[src/rtl/cpu_axil_master.sv]
// Bridge from the CPU native memory port to an AXI-Lite master.
// Each CPU request becomes one AXI-Lite write or read; error responses are counted.
module cpu_axil_master #(
    parameter int ADDR_WIDTH = 32,
    parameter int DATA_WIDTH = 32,
    parameter int STRB_WIDTH = DATA_WIDTH / 8
) (
    input  logic                  aclk,
    input  logic                  areset,

    input  logic                  mem_valid,
    input  logic                  mem_instr,
    input  logic [ADDR_WIDTH-1:0] mem_addr,
    input  logic [DATA_WIDTH-1:0] mem_wdata,
    input  logic [STRB_WIDTH-1:0] mem_wstrb,
    output logic [DATA_WIDTH-1:0] mem_rdata,
    output logic                  mem_ready,
    output logic                  mem_error,
    output logic [7:0]            err_count,

    output logic [ADDR_WIDTH-1:0] m_axil_awaddr,
    output logic [2:0]            m_axil_awprot,
    output logic                  m_axil_awvalid,
    input  logic                  m_axil_awready,

    output logic [DATA_WIDTH-1:0] m_axil_wdata,
    output logic [STRB_WIDTH-1:0] m_axil_wstrb,
    output logic                  m_axil_wvalid,
    input  logic                  m_axil_wready,

    input  logic [1:0]            m_axil_bresp,
    input  logic                  m_axil_bvalid,
    output logic                  m_axil_bready,

    output logic [ADDR_WIDTH-1:0] m_axil_araddr,
    output logic [2:0]            m_axil_arprot,
    output logic                  m_axil_arvalid,
    input  logic                  m_axil_arready,

    input  logic [DATA_WIDTH-1:0] m_axil_rdata,
    input  logic [1:0]            m_axil_rresp,
    input  logic                  m_axil_rvalid,
    output logic                  m_axil_rready
);

    typedef enum logic [2:0] {
        IDLE    = 3'd0,
        WR_REQ  = 3'd1,
        WR_RESP = 3'd2,
        RD_REQ  = 3'd3,
        RD_RESP = 3'd4,
        DONE    = 3'd5
    } state_t;

    state_t                state_q,     state_d;
    logic                  awvalid_q,   awvalid_d;
    logic                  wvalid_q,    wvalid_d;
    logic                  arvalid_q,   arvalid_d;
    logic [ADDR_WIDTH-1:0] awaddr_q,    awaddr_d;
    logic [DATA_WIDTH-1:0] wdata_q,     wdata_d;
    logic [STRB_WIDTH-1:0] wstrb_q,     wstrb_d;
    logic [ADDR_WIDTH-1:0] araddr_q,    araddr_d;
    logic [2:0]            arprot_q,    arprot_d;
    logic                  mem_ready_q, mem_ready_d;
    logic                  mem_error_q, mem_error_d;
    logic [DATA_WIDTH-1:0] mem_rdata_q, mem_rdata_d;
    logic [7:0]            err_count_q, err_count_d;

    // Next-state and next-output computation for the request FSM
    always_comb begin
        state_d     = state_q;
        awvalid_d   = awvalid_q;
        wvalid_d    = wvalid_q;
        arvalid_d   = arvalid_q;
        awaddr_d    = awaddr_q;
        wdata_d     = wdata_q;
        wstrb_d     = wstrb_q;
        araddr_d    = araddr_q;
        arprot_d    = arprot_q;
        mem_ready_d = 1'b0;
        mem_error_d = 1'b0;
        mem_rdata_d = {DATA_WIDTH{1'b0}};
        err_count_d = err_count_q;

        case (state_q)
            IDLE: begin
                if (mem_valid) begin
                    if (mem_wstrb != {STRB_WIDTH{1'b0}}) begin
                        awaddr_d  = mem_addr;
                        wdata_d   = mem_wdata;
                        wstrb_d   = mem_wstrb;
                        awvalid_d = 1'b1;
                        wvalid_d  = 1'b1;
                        state_d   = WR_REQ;
                    end else begin
                        araddr_d  = mem_addr;
                        arprot_d  = mem_instr ? 3'b100 : 3'b000;
                        arvalid_d = 1'b1;
                        state_d   = RD_REQ;
                    end
                end else begin
                    state_d = IDLE;
                end
            end

            // AW and W retire independently; leave once both have handshaken
            WR_REQ: begin
                awvalid_d = awvalid_q & ~m_axil_awready;
                wvalid_d  = wvalid_q & ~m_axil_wready;
                if (!awvalid_d && !wvalid_d) begin
                    state_d = WR_RESP;
                end else begin
                    state_d = WR_REQ;
                end
            end

            WR_RESP: begin
                if (m_axil_bvalid) begin
                    mem_ready_d = 1'b1;
                    mem_error_d = m_axil_bresp[1];
                    state_d     = DONE;
                end else begin
                    state_d = WR_RESP;
                end
            end

            RD_REQ: begin
                if (m_axil_arready) begin
                    arvalid_d = 1'b0;
                    state_d   = RD_RESP;
                end else begin
                    state_d = RD_REQ;
                end
            end

            RD_RESP: begin
                if (m_axil_rvalid) begin
                    mem_ready_d = 1'b1;
                    mem_error_d = m_axil_rresp[1];
                    mem_rdata_d = m_axil_rdata;
                    state_d     = DONE;
                end else begin
                    state_d = RD_RESP;
                end
            end

            DONE: begin
                if (mem_error_q && (err_count_q != 8'hFF)) begin
                    err_count_d = err_count_q + 8'd1;
                end else begin
                    err_count_d = err_count_q;
                end
                state_d = IDLE;
            end

            default: begin
                state_d   = IDLE;
                awvalid_d = 1'b0;
                wvalid_d  = 1'b0;
                arvalid_d = 1'b0;
            end
        endcase
    end

    // State and output registers with synchronous reset
    always_ff @(posedge aclk) begin
        if (areset) begin
            state_q     <= IDLE;
            awvalid_q   <= 1'b0;
            wvalid_q    <= 1'b0;
            arvalid_q   <= 1'b0;
            awaddr_q    <= {ADDR_WIDTH{1'b0}};
            wdata_q     <= {DATA_WIDTH{1'b0}};
            wstrb_q     <= {STRB_WIDTH{1'b0}};
            araddr_q    <= {ADDR_WIDTH{1'b0}};
            arprot_q    <= 3'b000;
            mem_ready_q <= 1'b0;
            mem_error_q <= 1'b0;
            mem_rdata_q <= {DATA_WIDTH{1'b0}};
            err_count_q <= 8'd0;
        end else begin
            state_q     <= state_d;
            awvalid_q   <= awvalid_d;
            wvalid_q    <= wvalid_d;
            arvalid_q   <= arvalid_d;
            awaddr_q    <= awaddr_d;
            wdata_q     <= wdata_d;
            wstrb_q     <= wstrb_d;
            araddr_q    <= araddr_d;
            arprot_q    <= arprot_d;
            mem_ready_q <= mem_ready_d;
            mem_error_q <= mem_error_d;
            mem_rdata_q <= mem_rdata_d;
            err_count_q <= err_count_d;
        end
    end

    assign mem_rdata      = mem_rdata_q;
    assign mem_ready      = mem_ready_q;
    assign mem_error      = mem_error_q;
    assign err_count      = err_count_q;

    assign m_axil_awaddr  = awaddr_q;
    assign m_axil_awprot  = 3'b000;
    assign m_axil_awvalid = awvalid_q;
    assign m_axil_wdata   = wdata_q;
    assign m_axil_wstrb   = wstrb_q;
    assign m_axil_wvalid  = wvalid_q;
    assign m_axil_araddr  = araddr_q;
    assign m_axil_arprot  = arprot_q;
    assign m_axil_arvalid = arvalid_q;

    // Response-channel readies are pure state decodes
    assign m_axil_bready  = (state_q == WR_RESP);
    assign m_axil_rready  = (state_q == RD_RESP);

endmodule
[config.mk]
export PLATFORM = sky130hd
export DESIGN_NAME = cpu_axil_master
export DESIGN_NICKNAME = d
export VERILOG_FILES = /design/src/rtl/cpu_axil_master.sv
export SDC_FILE = /design/constraint.sdc
export NUM_CORES = 1
export LEC_CHECK = 0
export ABC_CLOCK_PERIOD_IN_PS = 2170
export CORE_ASPECT_RATIO = 1.5
export CORE_UTILIZATION = 40
export DETAILED_ROUTE_END_ITERATION = 8
export PLACE_DENSITY = 0.81
export SYNTH_ARGS = -nofsm -noshare
export SYNTH_HDL_FRONTEND = slang
export SYNTH_SLANG_ARGS = --single-unit
[constraint.sdc]
create_clock -name aclk -period 2.17 [get_ports aclk]
set_clock_uncertainty 0.2 [all_clocks]
set_input_delay 0.3255 -clock aclk [delete_from_list [all_inputs] [get_ports aclk]]
set_output_delay 0.3255 -clock aclk [all_outputs]
set_load 0.02 [all_outputs]
==> metrics.txt <==
CP Launch Type=flip-flop; Die Y=141 um; max-slew violation count=0; slowest CP cell=dlygate4sd2_1; largest net degree at the start of global routing=52; drt pass-1 iters=5; dpl hpwl=10500 um; Synth Area per Inst=8.40 sq um; core area=12600 sq um; cts hold-fix bufs=0; antenna-violating nets left=0; Rows=50; Worst Hold Slack=0.140 ns; Iteration-0 DRC Markers=133; setup TNS=0 ns; IO Port Bufs=258; Worst path depth=3; R2R cell count=6; Synth Instances=616; Setup crit end=m_axil_bready; GRT Util Overall=22.6%; mux cell area share after synthesis=0.604%; Final #Nets=984; largest area contributor in the netlist=dfxtp_1; f_max=0.487 GHz; Critical Path AT=1.53 ns; post-CTS setup buffer count=0; I/O pin count=266; final WL=14800 um; Sequential Power Share=41.3%; max_cap viols=0; Post-Synth Simple-Gate Area=23.2%; CP max stage delay=0.40 ns; Ant. Diodes=0; Final Critical Period=2.05 ns; wire length per cell=14.3 um; Post-synth ARST share=0%; CTS tree=done; R2R Path End=m_axil_wdata[29]$_SDFFE_PP0P_; leakage power total=3.14 nW; RSZ-0062 raised after global routing=false; final hold viol count=0; CP delay by family, top=buffers and inverters; Most used DFF post-synth=dfxtp_1; reg2reg start=state_q[1]$_SDFF_PP0_; # clock sinks=149; Critical Path Fanout Max=4; GP Congestion=0.804; DRC=0; vias in the first global route=4928; CTS Buf Count=17; R2R Setup Slk=0.24 ns; # fillers=1043; most frequent cell after synthesis=nand2_1; CP Cell Sequence=inv_1 > nor3_1 > dlygate4sd2_1; Synth Area in XOR/XNOR=0.338%; Distinct cells, synth=36; Reg clk slew, reported paths=0.06 ns; Synth warnings=0; Synth Area in Adders=0.242%; WP data required=1.64 ns; Clk Latency, worst-skew pair=0.41 ns; number of synthesized register bits=149; antenna violations before repair=0; number of flops mapped to enable cells by yosys=0; DP Worst Slack=-0.187 ns; first-pass GRT wire length=23100 um; post-synth top area share=57.6%; PD cells=843 nW/um^2; top cells by area, synth=dfxtp_1, nand2_1, a21oi_1; most frequent cells after synthesis=nand2_1, dfxtp_1, a21oi_1; clock share of power=40.9%; CP Launch Point=state_q[1]$_SDFF_PP0_; Compound-Gate Fraction of Synth Area=13.1%; die area=13400 sq um; status=finished, final reports clean; DR vias=5000; Area Overhead vs Synth=65.1%; CTS max path bufs=2; Finished Layout Cells=1039; post-route worst setup slack=0.117 ns; worst vdd ir=531 uV; switching power share of the total=26.6%; final setup fails=0; largest family of logic cells by synthesized area=simple AND/OR/NAND/NOR gates; critical path class=flip-flop to output pin; Gates resized, CTS repair=2; H-tree depth=4; Crit. End Element=output pin; Int Pwr=0.00529 W; clk root buf=clkbuf_16; Initial Util=41.2%; WP buf/inv=2; Hold Path Class=input port to flip-flop; combinational share of power=17.8%; vias per cell=4.81; period utilization=94.6%; Die Width=94.9 um; post-synthesis sequential area ratio=57.6%; DP Cell Count=1007; overall power=0.00720 W; Psw=0.00191 W; grt total ovfl=0; share of cells above drive strength 1=6.57%; Post-Syn Area=5170 sq um
==> kinds of logic after synthesis <==
group | after synthesis
AND/OR/NAND/NOR | 279
flip-flops | 149
AO/OA/AOI/OAI | 130
buffers and inverters | 51
multiplexers | 3
XOR/XNOR | 2
adder cells (fa/ha/maj) | 1
other | 1
==> routing by layer <==
| layer | global-route usage, % | wire (um) | vias up |
|---|---|---|---|
| li1 | - | - | 2502 |
| met1 | 22.3 | 5630 | 2283 |
| met2 | 41.3 | 7690 | 188 |
| met3 | 7.45 | 1050 | 27 |
| met4 | 11.1 | 447 | 0 |
| met5 | 0 | 0 | - |
==> sequential cells by signal (all words and copies together), names as in the netlist <==
| register | cells |
|---|---|
| m_axil_awvalid | 1 |
| m_axil_araddr | 32 |
| m_axil_wstrb | 4 |
| m_axil_arvalid | 1 |
| m_axil_wvalid | 1 |
| err_count | 8 |
| m_axil_arprot | 1 |
| m_axil_wdata | 32 |
| mem_ready | 1 |
| m_axil_awaddr | 32 |
| mem_rdata | 32 |
| state_q | 3 |
| mem_error | 1 |
==> placed cells by master, fill, tap and decap left out, drive strengths merged, types with 2 or more instances in the layout <==
master and n:
nor2 6, or2 2, o211ai 2, dfxtp 149, clkinv 4, clkinvlp 2, nand4 2, nor3 2
a21oi 112, clkdlybuf4s50 255, nand2 213, mux2i 2, or3 4, nor3b 2, clkbuf 20, inv 9
and3 2, conb 5, nand3 8, a211oi 2, and2 33, buf 20, bufinv 2, dlygate4sd2 2
o21ai 9, xor2 2
==> stage by stage <==
step,cell area (sq um),util (%)
floorplan,5190,-
global placement,7950,63.2
detailed placement,7950,63.2
CTS,8540,67.9
global route,8540,67.9
finish,8540,67.9
==> power by group through the flow <==
stage / clock network, W / logic, W / registers, W
2_1_floorplan: 0 / 0.000447 / 0.00322
3_3_place_gp: 0 / 0.00128 / 0.00303
3_5_place_dp: 0 / 0.00130 / 0.00303
4_1_cts: 0.00301 / 0.00130 / 0.00298
5_1_grt: 0.00313 / 0.00139 / 0.00299
6_report: 0.00294 / 0.00128 / 0.00297
==> layout make-up <==
| type | count | area, sq um | share of cell area [%] |
|---|---|---|---|
| Tap cell | 156 | 195 | 2.29 |
| Inverter | 5 | 18.8 | 0.220 |
| Multi-Input combinational cell | 420 | 1960 | 23.0 |
| Sequential cell | 149 | 2980 | 34.9 |
| Clock inverter | 12 | 141 | 1.66 |
| Clock buffer | 20 | 457 | 5.35 |
| Timing Repair Buffer | 277 | 2780 | 32.6 |
==> worst min path at each step <==
stage | cells past startpoint | endpoint | from
after floorplan | 1 | mem_rdata[0]$_SDFF_PP0_ | m_axil_rdata[0]
after global placement | 2 | m_axil_araddr[15]$_SDFFE_PP0P_ | m_axil_araddr[15]$_SDFFE_PP0P_
after detailed placement | 2 | m_axil_awaddr[16]$_SDFFE_PP0P_ | m_axil_awaddr[16]$_SDFFE_PP0P_
after CTS | 2 | err_count[3]$_SDFFE_PP0P_ | areset
after global routing | 2 | m_axil_wdata[25]$_SDFFE_PP0P_ | areset
final | 2 | err_count[3]$_SDFFE_PP0P_ | areset
Power figures use the tool's default switching activity.
